--- src/rtl/alu_pkg.sv ---
// Shared widths, FSM encoding and the latched-command record for the
// ALU sequencer and its register file.
package alu_pkg;

  localparam int OPW  = 4;  // operand width
  localparam int RESW = 8;  // ALU result width
  localparam int AW   = 2;  // register address width

  localparam logic [1:0] ST_IDLE = 2'd0;
  localparam logic [1:0] ST_EXEC = 2'd1;
  localparam logic [1:0] ST_RESP = 2'd2;

  typedef struct packed {
    logic [3:0]     s;
    logic           m;
    logic           cn;
    logic [AW-1:0]  rd;
    logic           wb;
    logic [OPW-1:0] a;
    logic [OPW-1:0] b;
  } hold_t;

endpackage

--- src/rtl/alu_regfile.sv ---
// Operand register file: two async read ports, a load port and a
// write-back port; write-back overrides a load to the same entry.
module alu_regfile
  import alu_pkg::*;
#(
  parameter int RF_DEPTH = 4
) (
  input  logic           clk,
  input  logic           rst_n,
  input  logic [AW-1:0]  addr_a,
  input  logic [AW-1:0]  addr_b,
  output logic [OPW-1:0] data_a,
  output logic [OPW-1:0] data_b,
  input  logic           ld_en,
  input  logic [AW-1:0]  ld_addr,
  input  logic [OPW-1:0] ld_data,
  input  logic           wb_en,
  input  logic [AW-1:0]  wb_addr,
  input  logic [OPW-1:0] wb_data
);

  logic [OPW-1:0] rf [RF_DEPTH];

  // Addresses beyond a shallow file read as zero and are never written.
  always_comb begin
    data_a = '0;
    data_b = '0;
    if (32'(addr_a) < RF_DEPTH) data_a = rf[addr_a];
    if (32'(addr_b) < RF_DEPTH) data_b = rf[addr_b];
  end

  always_ff @(posedge clk or negedge rst_n) begin
    if (!rst_n) begin
      for (int i = 0; i < RF_DEPTH; i++) rf[i] <= '0;
    end else begin
      for (int i = 0; i < RF_DEPTH; i++) begin
        if (wb_en && wb_addr == AW'(i))      rf[i] <= wb_data;
        else if (ld_en && ld_addr == AW'(i)) rf[i] <= ld_data;
      end
    end
  end

endmodule

--- src/rtl/alu_seq_ctrl.sv ---
// Sequences one command at a time through an external 4-bit ALU:
// latch operands, run the ALU for a cycle, present the result, write back.
module alu_seq_ctrl
  import alu_pkg::*;
#(
  parameter int RF_DEPTH = 4
) (
  input  logic            clk,
  input  logic            rst_n,
  input  logic            cmd_valid,
  output logic            cmd_ready,
  input  logic [3:0]      cmd_s,
  input  logic            cmd_m,
  input  logic            cmd_cn,
  input  logic [AW-1:0]   cmd_ra,
  input  logic [AW-1:0]   cmd_rb,
  input  logic [AW-1:0]   cmd_rd,
  input  logic            cmd_wb,
  input  logic            ld_en,
  input  logic [AW-1:0]   ld_addr,
  input  logic [OPW-1:0]  ld_data,
  output logic [OPW-1:0]  alu_a,
  output logic [OPW-1:0]  alu_b,
  output logic [3:0]      alu_s,
  output logic            alu_m,
  output logic            alu_cn,
  input  logic [RESW-1:0] alu_f,
  output logic            res_valid,
  input  logic            res_ready,
  output logic [RESW-1:0] res_data,
  output logic            res_zero
);

  logic [1:0]     state;
  hold_t          hold;
  logic [OPW-1:0] rf_a, rf_b;
  logic           wb_en;

  assign wb_en = (state == ST_RESP) && res_valid && res_ready && hold.wb;

  alu_regfile #(.RF_DEPTH(RF_DEPTH)) u_rf (
    .clk     (clk),
    .rst_n   (rst_n),
    .addr_a  (cmd_ra),
    .addr_b  (cmd_rb),
    .data_a  (rf_a),
    .data_b  (rf_b),
    .ld_en   (ld_en),
    .ld_addr (ld_addr),
    .ld_data (ld_data),
    .wb_en   (wb_en),
    .wb_addr (hold.rd),
    .wb_data (res_data[OPW-1:0])
  );

  // cmd_ready is registered so it stays low through reset and rises on
  // the first edge after release.
  always_ff @(posedge clk or negedge rst_n) begin
    if (!rst_n) begin
      state     <= ST_IDLE;
      hold      <= '0;
      res_data  <= '0;
      res_zero  <= 1'b0;
      res_valid <= 1'b0;
      cmd_ready <= 1'b0;
    end else begin
      case (state)
        ST_IDLE: begin
          if (cmd_valid && cmd_ready) begin
            hold <= '{s: cmd_s, m: cmd_m, cn: cmd_cn, rd: cmd_rd,
                      wb: cmd_wb, a: rf_a, b: rf_b};
            cmd_ready <= 1'b0;
            state     <= ST_EXEC;
          end else begin
            cmd_ready <= 1'b1;
          end
        end
        ST_EXEC: begin
          res_data  <= alu_f;
          res_zero  <= (alu_f == '0);
          res_valid <= 1'b1;
          state     <= ST_RESP;
        end
        ST_RESP: begin
          if (res_ready) begin
            res_valid <= 1'b0;
            cmd_ready <= 1'b1;
            state     <= ST_IDLE;
          end
        end
        default: state <= ST_IDLE;
      endcase
    end
  end

  assign alu_a  = hold.a;
  assign alu_b  = hold.b;
  assign alu_s  = hold.s;
  assign alu_m  = hold.m;
  assign alu_cn = hold.cn;

endmodule

--- config.mk ---
export PLATFORM = sky130hd
export DESIGN_NAME = alu_seq_ctrl
export DESIGN_NICKNAME = d
export VERILOG_FILES = /design/src/rtl/alu_pkg.sv /design/src/rtl/alu_regfile.sv /design/src/rtl/alu_seq_ctrl.sv
export SDC_FILE = /design/constraint.sdc
export NUM_CORES = 1
export LEC_CHECK = 0
export CORE_UTILIZATION = 48
export DETAILED_ROUTE_END_ITERATION = 7
export HOLD_SLACK_MARGIN = 0.1
export PLACE_DENSITY = 0.89
export SLEW_MARGIN = 20
export SYNTH_ARGS = -nofsm -noshare
export SYNTH_HDL_FRONTEND = slang
export SYNTH_HIERARCHICAL = 1
export SYNTH_SLANG_ARGS = --single-unit
--- constraint.sdc ---
create_clock -name clk -period 1.75 [get_ports clk]
set_input_delay 0.2625 -clock clk [delete_from_list [all_inputs] [get_ports clk]]
set_output_delay 0.2625 -clock clk [all_outputs]
set_load 0.03 [all_outputs]
==> impl_metrics.yaml <==
outcome:
  status: "finished, final reports clean"
global_route:
  grt_max_degree: 47
  groute.usage.overall_pct: 19.15
  grt.overflow.total: 0
  grt_pass1_wl_um: 7141
  antenna_found_initial: 0
  grt_pass1_vias: 1546
routing:
  wl_per_cell_um: 14.78
  avgViaCountPerCell: 5.403
  totalWireLength_um: 4110
  post-route-drc-count: 0
  first_pass_iters: 4
  drtAntennaViolNets: 0
  vias: 1502
  initialDrtViolationCount: 65
timing:
  worst_slew_pin_slew_ns: 0.5754
  setup_tns_ns: 0
  skew_ns: 0.003989
  setup_slack_ns: 0.1066
  maxSlewViolCount: 0
  relSlewSlack_pct: 61.64
  rsz0062_at_grt: "false"
  post-route-period-util_pct: 93.91
  finalSetupViolCount: 0
  period_minus_slack_ns: 1.643
  max_freq_mhz: 608.5
  final_hold_viol_count: 0
synth:
  synthTopCellsByCount: "dfrtp_1 (46), a21oi_1 (19), nor2_1 (18)"
  synth_area_per_cell_um2: 12.96
  yosysMostFrequentCell: "dfrtp_1"
  ys_warn_count: 6
  yosys_register_bits: 46
  ys_types: 22
  yosys.area.top_type_share_pct: 52.24
  syn_inst: 170
  synth.largest_area_cell: "dfrtp_1"
  syn_area_um2: 2203
  ys_seq_area_share_pct: 52.24
  syn-num-nets: 202
  synth_edf_count: 0
  synthTopCellsByArea: "dfrtp_1 (52%), mux2_2 (8.7%), mux4_2 (8.2%)"
  async_flop_share_pct: 100.0
  synth_ff_type: "dfrtp_1"
layout:
  drive_gt1_share_pct: 19.47
  diodes: 0
  syn2layout_area_growth_pct: 30.66
  nets: 257
  fillCellCount: 343
clock_network:
  clkTransAtPathRegs_ns: 0.08
  numCtsBuffers: 5
  clock_latency_ns: 0.30
  max-clock-path-buffers: 2
  clock-root-buffer: "clkbuf_8"
  htree_levels: 2
  cts_tree: "done"
  post_cts_buffers: 0
  cts_num_sinks: 46
critical_path:
  cp_max_fo: 4
  slowest_delay_ns: 0.69
  crit_chain: "clkdlybuf4s50_1"
  critPathArrivalTime_ns: 1.38
  worstPathBufferInverterCount: 1
  cp_top_family: "buffers and inverters"
  required_ns: 1.49
  path_class: "reg -> out"
  worstSetupStartpointType: "register"
  slowest_stage: "clkdlybuf4s50_1"
  ff2ff_setup_slack_ns: 0.17
  cp-end-kind: "primary output"
flow_run:
  drv_cap: 0
power:
  leakagePower_nw: 1.254
  power_density_nw_per_um2: 1644
  internal_power_w: 0.002953
  netSwitchingFraction_pct: 37.62
  clkPwrFrac_pct: 14.3
  p_switching_w: 0.001781
  seq_power_share_pct: 40.4
  combPwrFrac_pct: 45.3
  ir_drop_v: 0.0008802
placement:
  place_hpwl_um: 3060
  pre_cts_slack_ns: -0.1300
  portBuffers: 56
  gp_congestion: 0.7349
floorplan:
  pin_count: 57
  row_count: 24
  die_y_um: 69.75
  dieArea_um2: 4865
  start_util_pct: 50.26
  die_w_um: 69.75
  core_area_um2: 4384
worst_hold_path:
  hold_class: "reg -> reg"
[per-stage QoR]
step | instances | total power, W | utilization, % | hold slack, ns | cell area (um^2)
5_1_grt | 278 | 0.005034 | 65.67 | 0.5289 | 2879
3_3_place_gp | 269 | 0.004033 | 63.21 | 0.3837 | 2771
6_report | 278 | 0.004734 | 65.67 | 0.4905 | 2879
4_1_cts | 278 | 0.004788 | 65.55 | 0.4973 | 2874
2_1_floorplan | 170 | 0.003404 | - | -0.03309 | 2203
3_5_place_dp | 269 | 0.004113 | 63.21 | 0.3865 | 2771
[cell type report]
type | count | area (um^2) | share of cell area [%]
sequential | 46 | 1151 | 39.98
timing repair buffer | 63 | 625.6 | 21.73
clock buffer | 6 | 82.58 | 2.868
multi-input combinational | 107 | 934.6 | 32.46
clock inverter | 2 | 12.51 | 0.4346
inverter | 2 | 7.507 | 0.2608
tap | 52 | 65.06 | 2.260
[metal layers]
metal  vias to the layer above  wire length [um]  global-route usage [%]
met3                         9               271                   6.831
li1                        714                 -                       -
met4                         0                70                   6.667
met2                        44              2009                   31.28
met1                       735              1760                   23.63
met5                         -                 0                       0
[state kept, by name, indices dropped and copies added, names as in the netlist]
name	cells
hold	3
res_data	8
cmd_ready	1
alu_b	4
alu_a	4
alu_m	1
u_rf/rf	16
res_zero	1
alu_cn	1
state	2
res_valid	1
alu_s	4
[timing repair]
item	4_1_cts	5_1_grt
pin swaps	0	0
resized for setup	2	2
setup endpoints to repair	2	2
cloned	0	0
endpoints found under the hold margin	46	0
hold buffers	1	0
[cells in the final DEF (no fill, tap or decap), types with 3 or more instances in the layout]
| cell | synthesis | final |
|---|---|---|
| a21oi_1 | 19 | 19 |
| buf_4 | 12 | 5 |
| clkbuf_8 | 0 | 6 |
| clkdlybuf4s50_1 | 0 | 51 |
| dfrtp_1 | 46 | 46 |
| mux2_1 | 8 | 8 |
| mux2_2 | 17 | 17 |
| mux2i_1 | 16 | 16 |
| mux4_2 | 8 | 8 |
| nand2_1 | 5 | 5 |
| nand3_1 | 3 | 3 |
| nor2_1 | 18 | 18 |
[path summary, 6_finish.rpt]
| check | from | endpoint | depth (start not counted) |
|---|---|---|---|
| setup / recovery | res_valid | res_valid | 1 |
| hold / removal | alu_s[2] | alu_s[2] | 1 |
| setup reg to reg | state[0] | u_rf/rf[15] | 6 |
| hold reg to reg | alu_s[2] | alu_s[2] | 1 |
| max in group asynchronous | rst_n | alu_s[3] | 3 |
| min in group asynchronous | rst_n | hold[8] | 3 |
[cell families (layout without fill, tap and decap cells)]
group	Yosys count	in the layout	synth area share [%]
DFF	46	46	52.24
buffers and inverters	17	73	5.338
AOI/OAI and AO/OA	21	21	4.770
muxes	49	49	28.22
and+or+nand+nor	37	37	9.426
[power groups by stage]
stage	combinational, W	clock [W]	sequential (W)
2_1_floorplan	0.00129	0	0.00211
3_3_place_gp	0.00214	0	0.00190
3_5_place_dp	0.00218	0	0.00194
4_1_cts	0.00217	0.000702	0.00192
5_1_grt	0.00229	0.000747	0.00200
6_report	0.00214	0.000676	0.00191
Note: power is estimated with default switching activity, not from simulation.
